--- config.mk ---
export PLATFORM = sky130hd
export DESIGN_NAME = axil_cfg_master
export DESIGN_NICKNAME = d
export VERILOG_FILES = /design/src/rtl/axil_pkg.sv /design/src/rtl/axil_valid_hold.sv /design/src/rtl/axil_cfg_master.sv
export SDC_FILE = /design/constraint.sdc
export NUM_CORES = 1
export LEC_CHECK = 0
export CAP_MARGIN = 20
export CORE_MARGIN = 5
export CORE_UTILIZATION = 29
export CTS_CLUSTER_SIZE = 16
export DETAILED_ROUTE_END_ITERATION = 10
export MAX_ROUTING_LAYER = met4
export PLACE_DENSITY_LB_ADDON = 0.12
export SKIP_CTS_REPAIR_TIMING = 1
export SYNTH_ARGS = -nofsm -noshare
export SYNTH_HDL_FRONTEND = slang
export SYNTH_SLANG_ARGS = --single-unit
--- constraint.sdc ---
create_clock -name ACLK -period 2.9 [get_ports ACLK]
set_input_delay 0.435 -clock ACLK [delete_from_list [all_inputs] [get_ports ACLK]]
set_output_delay 0.435 -clock ACLK [all_outputs]
set_load 0.02 [all_outputs]
--- src/rtl/axil_pkg.sv ---
// Shared AXI-lite definitions: master FSM state encoding and RESP codes.
// Imported by the config master and its valid-hold helper.
package axil_pkg;

  typedef logic [2:0] axil_state_t;

  localparam axil_state_t ST_IDLE    = 3'd0;
  localparam axil_state_t ST_WR_REQ  = 3'd1;
  localparam axil_state_t ST_WR_RESP = 3'd2;
  localparam axil_state_t ST_RD_REQ  = 3'd3;
  localparam axil_state_t ST_RD_RESP = 3'd4;
  localparam axil_state_t ST_RSP     = 3'd5;

  localparam logic [1:0] RESP_OKAY   = 2'b00;
  localparam logic [1:0] RESP_EXOKAY = 2'b01;
  localparam logic [1:0] RESP_SLVERR = 2'b10;
  localparam logic [1:0] RESP_DECERR = 2'b11;

endpackage

--- src/rtl/axil_valid_hold.sv ---
// VALID holder for one AXI channel: rises the cycle after i_start, falls the cycle after VALID && READY.
// No internal latency beyond that register; never drops VALID before its handshake.
module axil_valid_hold (
  input  logic i_clk,
  input  logic i_rst,
  input  logic i_start,
  input  logic i_ready,
  output logic o_valid
);

  logic r_valid;

  always_ff @(posedge i_clk or posedge i_rst) begin
    if (i_rst) begin
      r_valid <= 1'b0;
    end else if (i_start) begin
      r_valid <= 1'b1;
    end else if (r_valid && i_ready) begin
      r_valid <= 1'b0;
    end
  end

  assign o_valid = r_valid;

endmodule

--- src/rtl/axil_cfg_master.sv ---
// Single-command AXI-lite master: one register write or read per command, returned as one response beat.
// Accept to RSP_VALID is 3 cycles with a zero-wait slave; CMD_READY only in IDLE, response held until RSP_READY.
module axil_cfg_master
  import axil_pkg::*;
#(
  parameter int ADDR_WIDTH = 4,
  parameter int DATA_WIDTH = 32
) (
  input  logic                    ACLK,
  input  logic                    ARST,
  input  logic                    CMD_VALID,
  output logic                    CMD_READY,
  input  logic                    CMD_WRITE,
  input  logic [ADDR_WIDTH-1:0]   CMD_ADDR,
  input  logic [DATA_WIDTH-1:0]   CMD_WDATA,
  input  logic [DATA_WIDTH/8-1:0] CMD_WSTRB,
  output logic                    RSP_VALID,
  input  logic                    RSP_READY,
  output logic [DATA_WIDTH-1:0]   RSP_RDATA,
  output logic [1:0]              RSP_RESP,
  output logic                    RSP_WRITE,
  output logic [ADDR_WIDTH-1:0]   AW_ADDR,
  output logic                    AW_VALID,
  input  logic                    AW_READY,
  output logic [DATA_WIDTH-1:0]   W_DATA,
  output logic [DATA_WIDTH/8-1:0] W_STRB,
  output logic                    W_VALID,
  input  logic                    W_READY,
  input  logic [1:0]              B_RESP,
  input  logic                    B_VALID,
  output logic                    B_READY,
  output logic [ADDR_WIDTH-1:0]   AR_ADDR,
  output logic                    AR_VALID,
  input  logic                    AR_READY,
  input  logic [DATA_WIDTH-1:0]   R_DATA,
  input  logic [1:0]              R_RESP,
  input  logic                    R_VALID,
  output logic                    R_READY
);

  axil_state_t             r_state;
  axil_state_t             w_state_nxt;
  logic [ADDR_WIDTH-1:0]   r_addr;
  logic [DATA_WIDTH-1:0]   r_wdata;
  logic [DATA_WIDTH/8-1:0] r_wstrb;
  logic                    r_write;
  logic [DATA_WIDTH-1:0]   r_rdata;
  logic [1:0]              r_resp;

  logic w_accept;
  logic w_wr_start;
  logic w_aw_vld;
  logic w_w_vld;
  logic w_wr_last;
  logic w_b_fire;
  logic w_r_fire;

  assign w_accept   = CMD_VALID && (r_state == ST_IDLE);
  assign w_wr_start = w_accept && CMD_WRITE;

  axil_valid_hold u_aw_hold (
    .i_clk   (ACLK),
    .i_rst   (ARST),
    .i_start (w_wr_start),
    .i_ready (AW_READY),
    .o_valid (w_aw_vld)
  );

  axil_valid_hold u_w_hold (
    .i_clk   (ACLK),
    .i_rst   (ARST),
    .i_start (w_wr_start),
    .i_ready (W_READY),
    .o_valid (w_w_vld)
  );

  // A low valid inside WR_REQ means that channel has already handshaken.
  assign w_wr_last = (r_state == ST_WR_REQ) &&
                     (!w_aw_vld || AW_READY) && (!w_w_vld || W_READY);

  // Ready is also offered on the completing request cycle so an early response is captured.
  assign B_READY  = (r_state == ST_WR_RESP) || w_wr_last;
  assign R_READY  = (r_state == ST_RD_RESP) || ((r_state == ST_RD_REQ) && AR_READY);
  assign w_b_fire = B_VALID && B_READY;
  assign w_r_fire = R_VALID && R_READY;

  always_comb begin
    w_state_nxt = r_state;
    case (r_state)
      ST_IDLE:    if (CMD_VALID) w_state_nxt = CMD_WRITE ? ST_WR_REQ : ST_RD_REQ;
      ST_WR_REQ:  if (w_wr_last) w_state_nxt = B_VALID ? ST_RSP : ST_WR_RESP;
      ST_WR_RESP: if (B_VALID)   w_state_nxt = ST_RSP;
      ST_RD_REQ:  if (AR_READY)  w_state_nxt = R_VALID ? ST_RSP : ST_RD_RESP;
      ST_RD_RESP: if (R_VALID)   w_state_nxt = ST_RSP;
      ST_RSP:     if (RSP_READY) w_state_nxt = ST_IDLE;
      default:                   w_state_nxt = ST_IDLE;
    endcase
  end

  always_ff @(posedge ACLK or posedge ARST) begin
    if (ARST) begin
      r_state <= ST_IDLE;
      r_addr  <= '0;
      r_wdata <= '0;
      r_wstrb <= '0;
      r_write <= 1'b0;
      r_rdata <= '0;
      r_resp  <= RESP_OKAY;
    end else begin
      r_state <= w_state_nxt;
      if (w_accept) begin
        r_addr  <= CMD_ADDR;
        r_wdata <= CMD_WDATA;
        r_wstrb <= CMD_WSTRB;
        r_write <= CMD_WRITE;
      end
      if (w_b_fire) begin
        r_rdata <= '0;
        r_resp  <= B_RESP;
      end
      if (w_r_fire) begin
        r_rdata <= R_DATA;
        r_resp  <= R_RESP;
      end
    end
  end

  assign CMD_READY = (r_state == ST_IDLE);
  assign RSP_VALID = (r_state == ST_RSP);
  assign RSP_RDATA = r_rdata;
  assign RSP_RESP  = r_resp;
  assign RSP_WRITE = r_write;
  assign AW_ADDR   = r_addr;
  assign AW_VALID  = w_aw_vld;
  assign W_DATA    = r_wdata;
  assign W_STRB    = r_wstrb;
  assign W_VALID   = w_w_vld;
  assign AR_ADDR   = r_addr;
  assign AR_VALID  = (r_state == ST_RD_REQ);

endmodule

# Word level (Yosys, flattened, before mapping)
# Index checks and enable logic that the tools add are counted.
totals:
  reg_bits: 80
  in_bits: 86
  output_inout_bits: 86
  wordCells: 58
op_classes:
  eq_ne: 11
  mux: 18
  n_reduce_logical: 20
ops:
  columns: ["op", "count"]
  rows:
  - ["$mux 32", 2]
  - ["$mux 3", 7]
  - ["$pmux 3 s6", 1]
  - ["$logic_and 1x1->1", 9]
  - ["$ne 2x2->1 const B", 4]
  - ["$eq 3x2->1 const B", 2]
  - ["$eq 3x3->1 const B", 2]
  - ["$mux 2", 3]
  - ["$reduce_and 6->1", 1]
  - ["$reduce_bool 2->1", 3]
  - ["$mux 1", 5]
  - ["$logic_or 1x1->1", 4]
  - ["$ne 2x1->1 const B", 2]
  - ["$eq 3x1->1 const B", 1]
  - ["$logic_not 3->1", 1]
  - ["$logic_not 1->1", 2]

# Depth between registers and ports, before layout
# Gate-level depths: netlist of the first run.
depth:
  word_depth: 8
  ltp_mapped: 6
  ltp_nobuf: 4

# Cells and area by module
# Synthesis of the first run repeated with hierarchy kept, for this count alone.
unflattened:
  cells_unflattened: 221
  area_unflattened_um2: 3250.6
modules_own_cells:
  columns: ["mod", "n_inst", "cells_each", "area_per_inst_um2", "seq_area_each_um2"]
  rows:
  - ["axil_cfg_master", 1, 213, 3170.5, 1951.9]
  - ["axil_valid_hold", 2, 4, 40.0, 25.0]

# Worst setup path before layout of the first run
# OpenSTA, ideal clock, no wires.
synth_path:
  path_kind: "register to register"
  from: "register r_state[2]"
  to: "register r_addr[0] (netlist: AR_ADDR[0])"
  setup_ns: 0.128
  t_arrival_ns: 1.883
  required_ns: 2.772
  slack_ns: 0.890
  stages_incl_launch_ff: 7
  n_path_buf: 3
  period_less_slack_ns: 2.010
  path_cell_list: "dfrtp_1 -> buf_4 -> nor3_1 -> and2_1 -> buf_2 -> buf_4 -> mux2_1"
synth_via:
  elab_chain_len: 2
synth_rtl:
  columns: ["element", "line", "text"]
  rows:
  - ["from (decl)", "axil_cfg_master.sv:41", "axil_state_t r_state;"]
  - ["from (signal assigned)", "axil_cfg_master.sv:110", "r_state <= w_state_nxt;"]
  - ["$logic_not 3->1", null, null]
  - ["net CMD_READY", "axil_cfg_master.sv:12", "output logic CMD_READY,"]
  - ["$logic_and 1x1->1", "axil_cfg_master.sv:58", "assign w_accept = CMD_VALID && (r_state == ST_IDLE);"]
  - ["to (signal assigned)", "axil_cfg_master.sv:103", "r_addr <= '0;"]
  - ["to (signal assigned)", "axil_cfg_master.sv:112", "r_addr <= CMD_ADDR;"]
  - ["to (decl)", "axil_cfg_master.sv:43", "logic [ADDR_WIDTH-1:0] r_addr;"]
# The timed path passes the listed nets, and every way through them passes these cells.
# A chain may end at the register's enable or synchronous reset.

# Worst setup path in the final report of the first run
layout_path:
  from: "register r_state[1]"
  to: "output R_READY"
layout_via:
  elab_chain_len: 3
  elab_cells_between_ends: 4
  cone_classes: "2 x eq/ne; 2 x reduce/logical"
layout_rtl:
  columns: ["element", "line", "text"]
  rows:
  - ["$eq 3x2->1", "axil_cfg_master.sv:83", "assign R_READY = (r_state == ST_RD_RESP) || ((r_state == ST_RD_REQ) && AR_READY);"]
  - ["$logic_and 1x1->1", "axil_cfg_master.sv:83", null]
  - ["$logic_or 1x1->1 *", "axil_cfg_master.sv:83", null]
  - ["to (decl)", "axil_cfg_master.sv:38", "output logic R_READY"]
# Mark *: on every way between the ends. The rest lies on a longest branch, timed or not.

==> metrics.txt, run 1 <==
status complete, no violations; EDFF count, synth 0; DRT iter0 DRCs 77; row cnt 38; Multi-input gate area 0.00106 mm²; synthesized area per cell 14.7 µm²; fillers 996; Pins Over Slew Limit 0; Mapped Nets 304; CP Launch Type flip-flop; num ports 172; worst slew pin tran 864 ps; synth top area cells dfrtp_1 (62%), mux2_1 (14%), a22o_1 (8.7%); pin count of the biggest net entering global routing 43; Final period util 87.2%; die width 115 µm; full die area 0.0133 mm²; final net count 475; Seq/Total Area, Yosys 62.4%; share of cells above drive strength 1 8.12%; final hold viol count 0; Main synth FF type dfrtp_1; Non-Filler Instances 534; initial antenna violation count 0; Yosys top cell by area dfrtp_1; Fin Clk Skew 10.9 ps; Critical Path RT 2470 ps; Reg area 0.00200 mm²; Root Driver clkbuf_8; fin crit period 2530 ps; Slew HR 42.4%; CTS tree built; Pleak 2.23 nW; synth cell count leaders dfrtp_1 (80), mux2_1 (40), a22o_1 (32); ant diodes 0; Die Height 115 µm; most common cell in the synthesized netlist dfrtp_1; WS Path Type reg -> out; vias per inst 4.41; core area 0.0108 mm²; global-route usage over all layers 13.5%; Layout area overhead 64.0%; Post-Syn Instances 218; post-synthesis cell area 0.00321 mm²; first-pass GRT wire length 13,300 µm; hpwl dp 6540 µm; max_cap viols 0; Detailed Route WL 8660 µm; critical path arrival 2090 ps; synth warn 0; RSZ-0062 raised after global routing false; drt wl/cell 16.2 µm; Async SR Flop Fraction 100%; routability congestion estimate from global placement 0.763; total number of vias 2,354; CP max stage cell clkdlybuf4s50_1; final setup violation count 0; library cells used by synthesis 29; Pwr Density 1070 mW/mm²; Crit path max-delay family buffers and inverters; TNS Setup 0 ps; Peak supply drop 0.556 mV; post-route ant nets 0; critical-path cell list or3b_4, nand2_1, clkdlybuf4s50_1; DR pass1 iterations 4; IO buf count 171; vias in the first global route 2,511; Worst-Skew Late Latency 360 ps; Initial Util 29.6%; Buf/Inv on CP 1; WHS 431 ps; Reg clk slew, reported paths 90 ps; Synth Register Bits 80; max incr delay on CP 610 ps; total congestion overflow 0; crit end category output port; clock sinks 80; placed insts 518; CP max FO 15; # DRC 0; area fraction of the dominant cell type after synthesis 62.4%; cts bufs inserted 9; largest buffer count on any clock path 2; CTS H-tree lvls 3; Fmax achieved 395 MHz; Hold/Removal Path Class in -> async
## worst paths after layout
| kind | from | end | slack (ps) | cells after the start |
|---|---|---|---|---|
| max | r_state[1]$_DFFE_PP0P_ | R_READY | 370 | 3 |
| min | ARST | W_DATA[5]$_DFFE_PP0N_ | 430 | 2 |
| max reg2reg | r_state[1]$_DFFE_PP0P_ | RSP_RDATA[12]$_DFFE_PP0P_ | 550 | 5 |
| min reg2reg | W_DATA[30]$_DFFE_PP0N_ | W_DATA[30]$_DFFE_PP0N_ | 490 | 1 |
| max in group asynchronous | ARST | RSP_RDATA[3]$_DFFE_PP0P_ | 1820 | 3 |
| min in group ACLK | W_DATA[30]$_DFFE_PP0N_ | W_DATA[30]$_DFFE_PP0N_ | 490 | 1 |
## placed cells by master (no fill, tap or decap), drive strengths merged
master           n
nand4b           1
nor2b            4
and2             3
clkdlybuf4s50  171
mux2i            3
dfrtp           80
a22o            32
a21boi           1
nor2             5
a311oi           1
a221oi           1
nor4             1
nand2            3
clkinv           2
clkinvlp         1
nor3             6
a21oi            1
nor4b            1
clkbuf          10
or3b             1
o21ai            3
a31oi            1
nand2b           4
mux2            44
buf              7
bufinv           2
o22ai            1
inv              4
## kinds of logic after synthesis
family	after synthesis	synth area share, %
compound gates	41	11.4
buf+inv	21	4.41
flops	80	62.4
mux	47	16.6
simple gates	29	5.11
## flip-flops by register name, summed over array words and instances, names as in the netlist
register	cells
W_STRB	4
AR_ADDR	4
W_DATA	32
RSP_RESP	2
RSP_WRITE	1
RSP_RDATA	32
r_state	3
u_aw_hold.o_valid	1
u_w_hold.o_valid	1
## layout make-up
cell class	count	share of cell area, %
inverter	3	0.238
clock buffer	10	2.62
timing repair buffer	178	33.8
clock inverter	6	1.71
multi-input combinational	117	20.2
tap	140	3.33
sequential	80	38.1
## report_power, final
group          switching [mW]  internal, mW  total, mW
registers               0.291          1.59       1.88
logic                    1.33          1.46       2.79
clock network           0.416         0.513      0.929
## per-layer routing
metal / up-vias / track usage (%) / wire [µm]
li1: 1130 / - / -
met1: 1132 / 16.1 / 3670
met2: 81 / 21.6 / 4320
met3: 11 / 4.21 / 508
met4: 0 / 4.69 / 159
met5: - / - / 0
## stage by stage
stage	cell area [µm²]	total power, mW	utilization [%]	worst slack [ps]
after floorplan	3210	3.45	-	413
after global placement	5030	4.71	46.4	381
after detailed placement	5030	4.75	46.4	316
after CTS	5260	5.70	48.5	360
after global routing	5260	5.95	48.5	260
final	5260	5.60	48.5	371
Note: power is estimated with default switching activity, not from simulation.
==> run 2, diff against run 1 <==
- RECOVER_POWER: default -> 50
==> metrics.txt, run 2 (synthesis results as in run 1) <==
Worst-Skew Late Latency 360 ps; ant diodes 0; share of cells above drive strength 1 7.87%; critical path arrival 2150 ps; hpwl dp 6540 µm; post-route ant nets 0; cts bufs inserted 9; Layout area overhead 63.4%; fin crit period 2590 ps; Die Height 115 µm; routability congestion estimate from global placement 0.763; TNS Setup 0 ps; pin count of the biggest net entering global routing 43; CP Launch Type input pin; Fmax achieved 387 MHz; vias in the first global route 2,511; max_cap viols 0; most frequent cells in the layout clkdlybuf4s50_1 (129), dfrtp_1 (80), dlygate4sd3_1 (42); Critical Path RT 2470 ps; full die area 0.0133 mm²; Reg area 0.00200 mm²; global-route usage over all layers 13.5%; CP startpoint AW_READY; Pwr Density 1050 mW/mm²; final hold viol count 0; core area 0.0108 mm²; Hold Path Origin W_DATA[30]$_DFFE_PP0N_; num ports 172; DRT iter0 DRCs 70; final net count 475; CTS H-tree lvls 3; Peak supply drop 0.556 mV; vias per inst 4.41; first-pass GRT wire length 13,300 µm; Reg clk slew, reported paths 70 ps; placed insts 518; commonest non-fill, non-tap cell in the layout clkdlybuf4s50_1; Initial Util 29.6%; fillers 999; status complete, no violations; total number of vias 2,354; worst slew pin tran 1310 ps; DR pass1 iterations 4; RSZ-0062 raised after global routing false; final setup violation count 0; Hold/Removal Path Class reg -> reg; worst reg2reg path startpoint r_state[1]$_DFFE_PP0P_; Pleak 2.26 nW; clock sinks 80; IO buf count 171; largest buffer count on any clock path 2; CTS tree built; Slew HR 12.0%; Multi-input gate area 0.00106 mm²; total congestion overflow 0; initial antenna violation count 0; CP max FO 5; Root Driver clkbuf_8; drt wl/cell 16.2 µm; Fin Clk Skew 11.2 ps; Non-Filler Instances 534; crit end category output port; # DRC 0; Final period util 89.1%; WS Path Type in -> out; die width 115 µm; row cnt 38; Pins Over Slew Limit 0; Detailed Route WL 8650 µm
run 2: cell types whose count changed in the layout (fill, tap and decap cells not counted), sizes merged:
cell	change
clkinvlp	+1
buf	-2
dlygate4sd3	+42
clkdlybuf4s50	-42
clkbuf	+2
clkinv	-1
run 2: through the flow:
step	setup WS [ps]	hold WS [ps]	util, %	instance area [µm²]	total power, mW
2_1_floorplan	413	553	-	3210	3.45
3_3_place_gp	381	466	46.4	5030	4.71
3_5_place_dp	316	474	46.4	5030	4.75
4_1_cts	360	425	48.5	5260	5.70
5_1_grt	179	501	48.3	5240	5.84
6_report	315	481	48.3	5240	5.49
run 2: cell type report:
type / instances / area share, %
inverter: 3 / 0.239
timing repair buffer: 178 / 33.5
sequential: 80 / 38.2
multi-input combinational: 117 / 20.3
clock inverter: 6 / 1.72
clock buffer: 10 / 2.63
tap: 140 / 3.34
run 2: critical path: stages:
cell,delay (ps)
dlygate4sd3_1,540
nor2b_1,310
nor3_1,110
mux2i_1,150
nor2_1,50
clkdlybuf4s50_1,550
run 2: worst paths after layout:
| path | to | slack [ps] | cells after the start |
|---|---|---|---|
| hold / removal | W_DATA[30]$_DFFE_PP0N_ | 480 | 1 |
| max in group asynchronous | RSP_RDATA[0]$_DFFE_PP0P_ | 670 | 3 |
| min in group asynchronous | W_DATA[5]$_DFFE_PP0N_ | 810 | 2 |
| setup reg to reg | RSP_RDATA[12]$_DFFE_PP0P_ | 530 | 5 |
| setup / recovery | B_READY | 310 | 6 |
| hold reg to reg | W_DATA[30]$_DFFE_PP0N_ | 480 | 1 |
run 2: metal layers:
layer	GRT usage, %	vias to the layer above	routed length, µm
met2	21.6	79	4320
li1	-	1129	-
met4	4.69	0	159
met1	16.1	1135	3680
met3	4.21	11	492
met5	-	-	0
run 2: report_power, final:
| group | switching [mW] | internal, mW |
|---|---|---|
| registers | 0.279 | 1.59 |
| clock network | 0.414 | 0.513 |
| logic | 1.33 | 1.37 |
| total | 2.02 | 3.47 |
==> run 3, diff against run 2 <==
- SLEW_MARGIN: default -> 20
==> results of run 3 <==
Same layout as run 2: the final DEF is identical, and so are final timing and power.
